<file path="src/rtl/prog_loader_pkg.sv">
// prog_loader_pkg: shared types for the UART program loader.
// Optional feature macro: PROG_LOADER_CHECKSUM_EN (adds the CSUM state).
package prog_loader_pkg;

    // Loader states; PL_CSUM is only reachable when the checksum is built in.
    typedef enum logic [2:0] {
        PL_IDLE   = 3'd0,
        PL_LEN_HI = 3'd1,
        PL_LEN_LO = 3'd2,
        PL_DATA   = 3'd3,
        PL_CSUM   = 3'd4,
        PL_DONE   = 3'd5,
        PL_ERROR  = 3'd6
    } pl_state_t;

    // Error codes reported on the err port.
    typedef enum logic [2:0] {
        ERR_NONE    = 3'd0,
        ERR_FRAME   = 3'd1,
        ERR_TIMEOUT = 3'd2,
        ERR_LENGTH  = 3'd3,
        ERR_CSUM    = 3'd4
    } pl_err_t;

    // UART receiver states; RX_BREAK waits for the line to return high
    // after a stop bit that was sampled low.
    typedef enum logic [2:0] {
        RX_IDLE  = 3'd0,
        RX_START = 3'd1,
        RX_DATA  = 3'd2,
        RX_STOP  = 3'd3,
        RX_BREAK = 3'd4
    } rx_state_t;

    // True in the states where a load is in progress.
    function automatic logic pl_is_busy(input pl_state_t s);
        return (s == PL_LEN_HI) || (s == PL_LEN_LO) || (s == PL_DATA) || (s == PL_CSUM);
    endfunction

endpackage

</file>
<file path="src/rtl/prog_loader_uart_byte_rx.sv">
// uart_byte_rx: 8N1 receiver with a 2-flop synchroniser, start-bit
// validation at mid-bit and mid-bit sampling of data and stop bits.
// byte_valid is a one-cycle pulse with no back-pressure; byte_data and
// frame_err are meaningful only in the cycle byte_valid is high.
module uart_byte_rx
    import prog_loader_pkg::*;
#(
    parameter int CLKS_PER_BIT = 434
) (
    input  logic       clk,
    input  logic       reset,
    input  logic       uart_rx,
    output logic       byte_valid,
    output logic [7:0] byte_data,
    output logic       frame_err
);

    localparam int CNT_W = $clog2(CLKS_PER_BIT + 1);
    localparam logic [CNT_W-1:0] HALF_BIT = CNT_W'((CLKS_PER_BIT - 1) / 2);
    localparam logic [CNT_W-1:0] FULL_BIT = CNT_W'(CLKS_PER_BIT - 1);
    localparam logic [CNT_W-1:0] CNT_ONE  = CNT_W'(1);

    logic             rx_meta;
    logic             rx_sync;
    rx_state_t        state, state_next;
    logic [CNT_W-1:0] cnt, cnt_next;
    logic [2:0]       bit_idx, bit_idx_next;
    logic [7:0]       shift, shift_next;
    logic             valid_next;

    // Two-flop synchroniser; idles high like the line.
    always_ff @(posedge clk or posedge reset) begin
        if (reset) begin
            rx_meta <= 1'b1;
            rx_sync <= 1'b1;
        end else begin
            rx_meta <= uart_rx;
            rx_sync <= rx_meta;
        end
    end

    // Receiver state, bit timing and registered byte outputs.
    always_ff @(posedge clk or posedge reset) begin
        if (reset) begin
            state      <= RX_IDLE;
            cnt        <= '0;
            bit_idx    <= '0;
            shift      <= '0;
            byte_valid <= 1'b0;
            byte_data  <= '0;
            frame_err  <= 1'b0;
        end else begin
            state      <= state_next;
            cnt        <= cnt_next;
            bit_idx    <= bit_idx_next;
            shift      <= shift_next;
            byte_valid <= valid_next;
            frame_err  <= valid_next & ~rx_sync;
            if (valid_next) begin
                byte_data <= shift;
            end
        end
    end

    // Next-state logic: half a bit to the start-bit centre, then one bit per sample.
    always_comb begin
        state_next   = state;
        cnt_next     = cnt;
        bit_idx_next = bit_idx;
        shift_next   = shift;
        valid_next   = 1'b0;
        case (state)
            RX_IDLE: begin
                cnt_next = '0;
                if (!rx_sync) begin
                    state_next = RX_START;
                end
            end
            RX_START: begin
                if (cnt == HALF_BIT) begin
                    cnt_next     = '0;
                    bit_idx_next = '0;
                    state_next   = rx_sync ? RX_IDLE : RX_DATA;
                end else begin
                    cnt_next = cnt + CNT_ONE;
                end
            end
            RX_DATA: begin
                if (cnt == FULL_BIT) begin
                    cnt_next   = '0;
                    shift_next = {rx_sync, shift[7:1]};
                    if (bit_idx == 3'd7) begin
                        state_next = RX_STOP;
                    end else begin
                        bit_idx_next = bit_idx + 3'd1;
                    end
                end else begin
                    cnt_next = cnt + CNT_ONE;
                end
            end
            RX_STOP: begin
                if (cnt == FULL_BIT) begin
                    cnt_next   = '0;
                    valid_next = 1'b1;
                    state_next = rx_sync ? RX_IDLE : RX_BREAK;
                end else begin
                    cnt_next = cnt + CNT_ONE;
                end
            end
            RX_BREAK: begin
                if (rx_sync) begin
                    state_next = RX_IDLE;
                end
            end
            default: state_next = RX_IDLE;
        endcase
    end

endmodule

</file>
<file path="src/rtl/prog_loader.sv">
// prog_loader: receives a length-prefixed UART byte stream, assembles
// DATA_W-bit words MSB first and writes them to sequential addresses.
// Optional feature macro: PROG_LOADER_CHECKSUM_EN adds a trailing 8-bit
// checksum byte so that the sum of every byte from LEN_HI on is 0x00.
module prog_loader
    import prog_loader_pkg::*;
#(
    parameter int DATA_W       = 16,
    parameter int ADDR_W       = 12,
    parameter int CLKS_PER_BIT = 434,
    parameter int TIMEOUT_CLKS = 500000
) (
    input  logic              clk,
    input  logic              reset,
    input  logic              enable,
    input  logic              uart_rx,
    output logic [ADDR_W-1:0] address,
    output logic [DATA_W-1:0] data,
    output logic              write,
    output logic              busy,
    output logic              done,
    output logic [2:0]        err,
    output logic [ADDR_W:0]   words_written
);

    localparam int BPW   = DATA_W / 8;
    localparam int BC_W  = (BPW > 1) ? $clog2(BPW) : 1;
    localparam int TO_W  = $clog2(TIMEOUT_CLKS + 1);
    localparam int CMP_W = (ADDR_W + 1 > 17) ? ADDR_W + 1 : 17;

    localparam logic [BC_W-1:0]   BC_LAST   = BC_W'(BPW - 1);
    localparam logic [BC_W-1:0]   BC_ONE    = BC_W'(1);
    localparam logic [TO_W-1:0]   TO_LAST   = TO_W'(TIMEOUT_CLKS - 1);
    localparam logic [TO_W-1:0]   TO_ONE    = TO_W'(1);
    localparam logic [ADDR_W:0]   WW_ONE    = (ADDR_W + 1)'(1);
    localparam logic [CMP_W-1:0]  MAX_WORDS = CMP_W'(1) << ADDR_W;

`ifdef PROG_LOADER_CHECKSUM_EN
    localparam pl_state_t AFTER_DATA = PL_CSUM;
`else
    localparam pl_state_t AFTER_DATA = PL_DONE;
`endif

    logic              byte_valid;
    logic [7:0]        rx_byte;
    logic              frame_err;

    pl_state_t         state, state_next;
    pl_err_t           err_q, err_next;
    logic [7:0]        len_hi, len_hi_next;
    logic [ADDR_W:0]   len_q, len_next;
    logic [DATA_W-1:0] asm_q, asm_next, asm_shift;
    logic [BC_W-1:0]   bcnt, bcnt_next;
    logic [TO_W-1:0]   idle_cnt, idle_next;
    logic [ADDR_W:0]   ww_next;
    logic [ADDR_W-1:0] addr_next;
    logic [DATA_W-1:0] data_next;
    logic              write_next;
    logic [CMP_W-1:0]  n_ext;
    logic              word_last;
    logic              timeout_hit;
`ifdef PROG_LOADER_CHECKSUM_EN
    logic [7:0]        csum_q, csum_next, csum_sum;
`endif

    uart_byte_rx #(
        .CLKS_PER_BIT(CLKS_PER_BIT)
    ) u_rx (
        .clk       (clk),
        .reset     (reset),
        .uart_rx   (uart_rx),
        .byte_valid(byte_valid),
        .byte_data (rx_byte),
        .frame_err (frame_err)
    );

    assign busy = pl_is_busy(state);
    assign done = (state == PL_DONE);
    assign err  = err_q;

    // Loader state, assembler, counters and the registered memory write port.
    always_ff @(posedge clk or posedge reset) begin
        if (reset) begin
            state         <= PL_IDLE;
            err_q         <= ERR_NONE;
            len_hi        <= '0;
            len_q         <= '0;
            asm_q         <= '0;
            bcnt          <= '0;
            idle_cnt      <= '0;
            words_written <= '0;
            address       <= '0;
            data          <= '0;
            write         <= 1'b0;
`ifdef PROG_LOADER_CHECKSUM_EN
            csum_q        <= '0;
`endif
        end else begin
            state         <= state_next;
            err_q         <= err_next;
            len_hi        <= len_hi_next;
            len_q         <= len_next;
            asm_q         <= asm_next;
            bcnt          <= bcnt_next;
            idle_cnt      <= idle_next;
            words_written <= ww_next;
            address       <= addr_next;
            data          <= data_next;
            write         <= write_next;
`ifdef PROG_LOADER_CHECKSUM_EN
            csum_q        <= csum_next;
`endif
        end
    end

    // Next-state logic; priority: abort, frame error, byte, timeout, last word.
    always_comb begin
        state_next  = state;
        err_next    = err_q;
        len_hi_next = len_hi;
        len_next    = len_q;
        asm_next    = asm_q;
        bcnt_next   = bcnt;
        idle_next   = '0;
        ww_next     = words_written;
        addr_next   = address;
        data_next   = data;
        write_next  = 1'b0;
`ifdef PROG_LOADER_CHECKSUM_EN
        csum_next   = csum_q;
        csum_sum    = csum_q + rx_byte;
`endif
        n_ext       = CMP_W'({len_hi, rx_byte});
        asm_shift   = (asm_q << 8) | DATA_W'(rx_byte);
        word_last   = ((words_written + WW_ONE) == len_q);
        timeout_hit = ((state == PL_LEN_LO) || (state == PL_DATA) || (state == PL_CSUM))
                      && (idle_cnt == TO_LAST);

        // The idle counter runs between bytes once the header has started.
        if (busy && !byte_valid && (state != PL_LEN_HI)) begin
            idle_next = idle_cnt + TO_ONE;
        end

        // Word count follows the write strobe by one cycle.
        if (write) begin
            ww_next = words_written + WW_ONE;
        end

        case (state)
            PL_IDLE: begin
                err_next    = ERR_NONE;
                len_hi_next = '0;
                len_next    = '0;
                asm_next    = '0;
                bcnt_next   = '0;
                ww_next     = '0;
`ifdef PROG_LOADER_CHECKSUM_EN
                csum_next   = '0;
`endif
                if (enable) begin
                    state_next = PL_LEN_HI;
                end
            end
            PL_LEN_HI, PL_LEN_LO, PL_DATA, PL_CSUM: begin
                if (!enable) begin
                    state_next = PL_IDLE;
                    err_next   = ERR_NONE;
                end else if (byte_valid && frame_err) begin
                    state_next = PL_ERROR;
                    err_next   = ERR_FRAME;
                end else if (byte_valid) begin
`ifdef PROG_LOADER_CHECKSUM_EN
                    csum_next = csum_sum;
`endif
                    case (state)
                        PL_LEN_HI: begin
                            len_hi_next = rx_byte;
                            state_next  = PL_LEN_LO;
                        end
                        PL_LEN_LO: begin
                            if (n_ext > MAX_WORDS) begin
                                state_next = PL_ERROR;
                                err_next   = ERR_LENGTH;
                            end else if (n_ext == '0) begin
                                state_next = AFTER_DATA;
                            end else begin
                                len_next   = n_ext[ADDR_W:0];
                                state_next = PL_DATA;
                            end
                        end
                        PL_DATA: begin
                            asm_next = asm_shift;
                            if (bcnt == BC_LAST) begin
                                bcnt_next  = '0;
                                write_next = 1'b1;
                                addr_next  = words_written[ADDR_W-1:0];
                                data_next  = asm_shift;
                            end else begin
                                bcnt_next = bcnt + BC_ONE;
                            end
                        end
                        default: begin
`ifdef PROG_LOADER_CHECKSUM_EN
                            if (csum_sum == 8'h00) begin
                                state_next = PL_DONE;
                            end else begin
                                state_next = PL_ERROR;
                                err_next   = ERR_CSUM;
                            end
`else
                            state_next = PL_DONE;
`endif
                        end
                    endcase
                end else if (timeout_hit) begin
                    state_next = PL_ERROR;
                    err_next   = ERR_TIMEOUT;
                end else if ((state == PL_DATA) && write && word_last) begin
                    state_next = AFTER_DATA;
                end
            end
            PL_DONE, PL_ERROR: begin
                if (!enable) begin
                    state_next = PL_IDLE;
                    err_next   = ERR_NONE;
                end
            end
            default: state_next = PL_IDLE;
        endcase
    end

endmodule
</file>
<file path="config.mk">
export PLATFORM = sky130hd
export DESIGN_NAME = prog_loader
export DESIGN_NICKNAME = d
export VERILOG_FILES = /design/src/rtl/prog_loader_pkg.sv /design/src/rtl/prog_loader_uart_byte_rx.sv /design/src/rtl/prog_loader.sv
export SDC_FILE = /design/constraint.sdc
export NUM_CORES = 1
export LEC_CHECK = 0
export CAP_MARGIN = 40
export CORE_MARGIN = 10
export CORE_UTILIZATION = 45
export DETAILED_ROUTE_END_ITERATION = 10
export PLACE_DENSITY = 0.72
export SYNTH_ARGS = -nofsm -noshare
export SYNTH_HDL_FRONTEND = slang
export SYNTH_SLANG_ARGS = --single-unit
</file>
<file path="constraint.sdc">
create_clock -name clk -period 10.5 [get_ports clk]
set_input_delay 1.575 -clock clk [delete_from_list [all_inputs] [get_ports clk]]
set_output_delay 1.575 -clock clk [all_outputs]
set_load 0.01 [all_outputs]
</file>
After elaboration in Yosys (flattened, before gate mapping)
Cells that the tools add are included.

cells by class
  eq/ne operators = 38
  $add $sub $neg = 5
  order comparisons = 1
  mux-type cells = 68
  bitwise operators = 4
  reductions and logical operators = 32

operators by type and width
  operator                 number
  $mux W13                 8
  $mux W3                  25
  $mux W8                  8
  $pmux W8 S2              2
  $pmux W3 S3              3
  $pmux W9 S3              1
  $pmux W13 S2             1
  $ne A2 B2 Y1 const B     11
  $add A19 B1 Y19 const B  1
  $eq A19 B19 Y1 const B   1
  $mux W19                 1
  $mux W9                  2
  $gt A16 B13 Y1 const B   1
  $logic_not A16 Y1        1
  $or A16 B8 Y16           1
  $eq A3 B3 Y1 const B     5
  $ne A5 B5 Y1 const B     3
  $pmux W3 S5              1
  $reduce_and A5 Y1        3
  $add A13 B1 Y13 const B  1
  $eq A13 B13 Y1           1
  $mux W1                  13
  $eq A3 B2 Y1 const B     4
  $ne A2 B1 Y1 const B     6
  26 further kinds         44

storage, ports and cells
  input bits = 4
  flip-flop bits (word level) = 132
  logic and storage cells = 168

Logic depth before layout (Yosys ltp)
  depth in word-level cells = 9
  gate-level depth with buffers = 9

By module
Synthesis repeated with hierarchy kept, for this count alone.

unflattened totals
  cell total of the unflattened synthesis = 611
  area, all modules = 6462.4 sq um

modules (own cells, without submodules)
  module        cells an instance  instances  area each (sq um)
  prog_loader   473                1          4798.4
  uart_byte_rx  138                1          1664.1

Least setup slack after synthesis
Ideal clock, no wire load.

  path kind = register to output
  start point = register state[2]
  end point = output port busy
  arrival = 1.273 ns
  setup slack = 7.652 ns
  stages on the path, launching flop included = 6
  buffers on the path = 3
  cell sequence = dfrtp_1 -> clkbuf_2 -> nor3_2 -> nor2b_1 -> buf_4 -> clkbuf_1

between the ends
  word-level cells in the longest chain between the ends = 4
  elaborated cells between the ends (all ways) = 7
  classes of those cells = eq/ne (4); reduce/logical (3)

ends and longest elaborated chain
  item                                                 line                   RTL
  start: declaration                                   prog_loader.sv:48      pl_state_t state, state_next;
  start signal: assignment                             prog_loader.sv:99      state <= state_next;
  $eq A3 B1 Y1 / $eq A3 B2 Y1 (equally long branches)  prog_loader_pkg.sv:37  return (s == PL_LEN_HI) || (s == PL_LEN_LO) || (s == PL_DATA) || (s == PL_CSUM);
  $logic_or A1 B1 Y1 (2 in series)                     prog_loader_pkg.sv:37
  $logic_or A1 B1 Y1 (*)                               prog_loader_pkg.sv:37
  end: declaration                                     prog_loader.sv:20      output logic busy,

Every way passes the cells marked *; elsewhere a longest branch is shown, timed or not.

Worst setup path in the final report
  start point = register state[0]
  end point = output port busy

The elaborated chain is that of the path after synthesis.

==> impl_metrics.py <==
metrics = {
    "detailed_routing": {
        "drc_errors": 0,
        "highest_layer": "met4",
        "finalWirelength_um": 13400,
        "viasPerCell": 5.41,
        "vias": 4487,
        "drt-pass1-iter-count": 7,
        "drtIter0Drc": 240,
        "drt-met1-wl_um": 5750,
        "wire_per_inst_um": 16.1,
        "wl_met3_um": 787,
        "wl_met2_um": 6580,
        "antenna_left": 0,
    },
    "worst_hold_path": {
        "min_path_type": "reg2reg",
        "min_from": "u_rx.rx_meta",
        "hold_depth": 0,
    },
    "grt": {
        "grt_overflow": 0,
        "grt_usage_pct": 14.3,
        "grt_pass1_vias": 4694,
        "antenna_found_initial": 0,
        "grt_first_pass_wirelength_um": 23000,
        "grt_max_degree": 72,
    },
    "setup_path": {
        "cp.depth": 3,
        "cpPeakStageDelay_ns": 0.60,
        "cp-end-kind": "output port",
        "setup.worst_path.class": "reg2out",
        "critPathTopFamily": "buffers and inverters",
        "crit_path_start": "state[0]",
        "reg2reg_depth": 8,
        "path_max_fanout": 15,
        "r2r-start": "state[0]",
        "worstPathArrival_ns": 2.19,
        "worstPathCellList": "o21ai_0 > nor2b_1 > clkdlybuf4s50_1",
        "critPathRequiredTime_ns": 8.93,
        "crit_slowest_cell": "clkdlybuf4s50_1",
        "critPathBufInv": 1,
        "startpoint_type": "flip-flop",
    },
    "cells_and_area": {
        "drive_above_1_share_pct": 14.0,
        "final_common_cell": "dfrtp_1",
        "stdcell_area_um2": 7460,
        "fill_cells": 1179,
        "n_antenna_cell": 0,
        "postLayoutCoreUtil_pct": 54.1,
        "fin_nets": 647,
        "layout_common_cells": "129 x dfrtp_1, 62 x nand2_1, 56 x nor2_1",
        "multi_input_area_um2": 2760,
        "final-seq-area_um2": 3280,
        "area_delta_synth_final_pct": 18.5,
        "final_cells": 829,
    },
    "sta": {
        "rsz0062_at_grt": "no",
        "slew_headroom_pct": 42.8,
        "finalHoldViolations": 0,
        "clock-skew-final_ns": 0.00724,
        "final_max_slew_viol_count": 0,
        "setup_ws_ns": 6.74,
        "holdWs_ns": 0.354,
        "fin_crit_ns": 3.76,
        "min_period_over_period_pct": 35.8,
        "fmax_mhz": 266,
        "tns_ns": 0,
        "worst_pin_slew_ns": 0.858,
        "finalSetupViolCount": 0,
    },
    "placement": {
        "place_congestion": 0.852,
        "placed_cell_area_um2": 6880,
        "dp_slack_ns": 6.79,
        "port_buffers": 49,
        "placed_cells": 796,
        "hpwlAfterDp_um": 9290,
    },
    "floorplanning": {
        "coreArea_um2": 13800,
        "fp-row-count": 43,
        "die_w_um": 138,
        "ios": 51,
        "dieHeight_um": 138,
        "start_util_pct": 45.7,
        "dieArea_um2": 19100,
    },
    "clocking": {
        "postCtsHoldBufs": 0,
        "cts.repair.resized": 0,
        "clkLatencyLatePin_ns": 0.41,
        "cts_root_buf": "clkbuf_16",
        "cts_buffers": 17,
        "cts_tree": "done",
        "post-cts-setup-buffers": 0,
        "cts_buffer_depth": 2,
        "htree_levels": 4,
        "clk_pin_slew_ns": 0.06,
        "cts_num_sinks": 131,
    },
    "power": {
        "intPower_uw": 930,
        "pwr-share-clk_pct": 44.2,
        "p_comb_share_pct": 14.1,
        "total_power_mw": 1.28,
        "netSwitchingFraction_pct": 27.1,
        "power_frac_seq_pct": 41.7,
        "p_leak_nw": 3.34,
        "power_per_cell_area_nw_per_um2": 171,
        "p_sw_uw": 346,
        "peakVddDrop_mv": 0.199,
    },
    "yosys": {
        "ys_ff_latch": 131,
        "yosys_warnings": 0,
        "yosys_most_used_dff": "dfrtp_1",
        "synth_edf_count": 0,
        "synth_cell_type_count": 61,
        "async_flop_share_pct": 100,
        "syn-cell-area_um2": 6290,
        "syn_avg_cell_area_um2": 10.6,
        "netlist_instances": 594,
        "synth_fp_nets": 605,
        "synth_seq_area_share_pct": 52.1,
    },
    "run": {
        "max_cap_violations": 0,
    },
    "status": {
        "outcome": "complete, no violations",
    },
}
==> area by class of cell <==
type                    count  area share, %
multi-input cells         408           37.1
clock inverters            10           1.46
repair buffers             54           7.13
flip-flops and latches    131           44.0
clock buffers              22           6.09
well taps                 180           3.02
inverters                  24           1.24
==> synth_stat cells, types with 3 or more instances <==
cell type	number	area share, %
buf_2	7	0.56
xnor2_1	18	2.5
buf_4	5	0.60
nor2b_1	12	1.2
a211oi_1	5	0.60
nor3b_1	4	0.48
a21oi_1	15	1.2
nand2b_1	5	0.50
nand4_1	12	1.2
o21ai_0	34	2.7
a21o_1	3	0.36
inv_1	24	1.4
ha_1	7	1.4
or3_1	8	0.80
mux2i_1	15	2.4
nand2_1	62	3.7
dfrtp_1	129	51
and3_1	8	0.80
mux2_2	47	8.4
a311oi_1	3	0.42
clkbuf_1	16	0.95
xor2_1	26	3.6
nand3_1	16	1.3
nor4_1	6	0.60
nor3_1	5	0.40
nor2_1	56	3.3
==> per-layer routing <==
metal	global-route usage [%]	vias to the layer above
met5	0	-
met4	5.88	0
met3	4.69	21
met2	23.7	103
met1	16.7	2222
li1	-	2141
==> path summary, 6_finish.rpt <==
check | to | slack [ns]
max | busy | 6.74
min | u_rx.rx_sync | 0.35
max reg2reg | len_q[4] | 7.99
min reg2reg | u_rx.rx_sync | 0.35
max in group asynchronous | u_rx.shift[2] | 7.51
min in group asynchronous | u_rx.cnt[0] | 1.65
==> kinds of logic (layout without fill, tap and decap cells) <==
group,count (synthesis),in the layout,synth area share (%)
AO/OA/AOI/OAI,82,82,8.67
XOR/XNOR,44,44,6.12
adder cells (fa/ha/maj),7,7,1.39
buffers and inverters,55,110,3.98
flip-flops,131,131,52.1
multiplexers,62,62,10.8
other,1,1,0.0596
AND/OR/NAND/NOR,212,212,16.9
==> power groups by stage <==
stage	Combinational (mW)	Clock, mW	Sequential [mW]
CTS	0.176	0.576	0.531
floorplan	0.143	0	0.529
finish	0.180	0.564	0.532
detailed placement	0.175	0	0.540
global placement	0.172	0	0.540
global route	0.199	0.599	0.534
==> registers in the layout, summed over array words and instances, names as in the netlist, 2 cells and up <==
register,cells
idle_cnt,19
data,16
len_q,13
words_written,13
address,12
u_rx.cnt,9
asm_q,8
len_hi,8
u_rx.byte_data,8
u_rx.shift,8
state,3
u_rx.bit_idx,3
u_rx.state,3
err,2
Note: power is estimated with default switching activity, not from simulation.
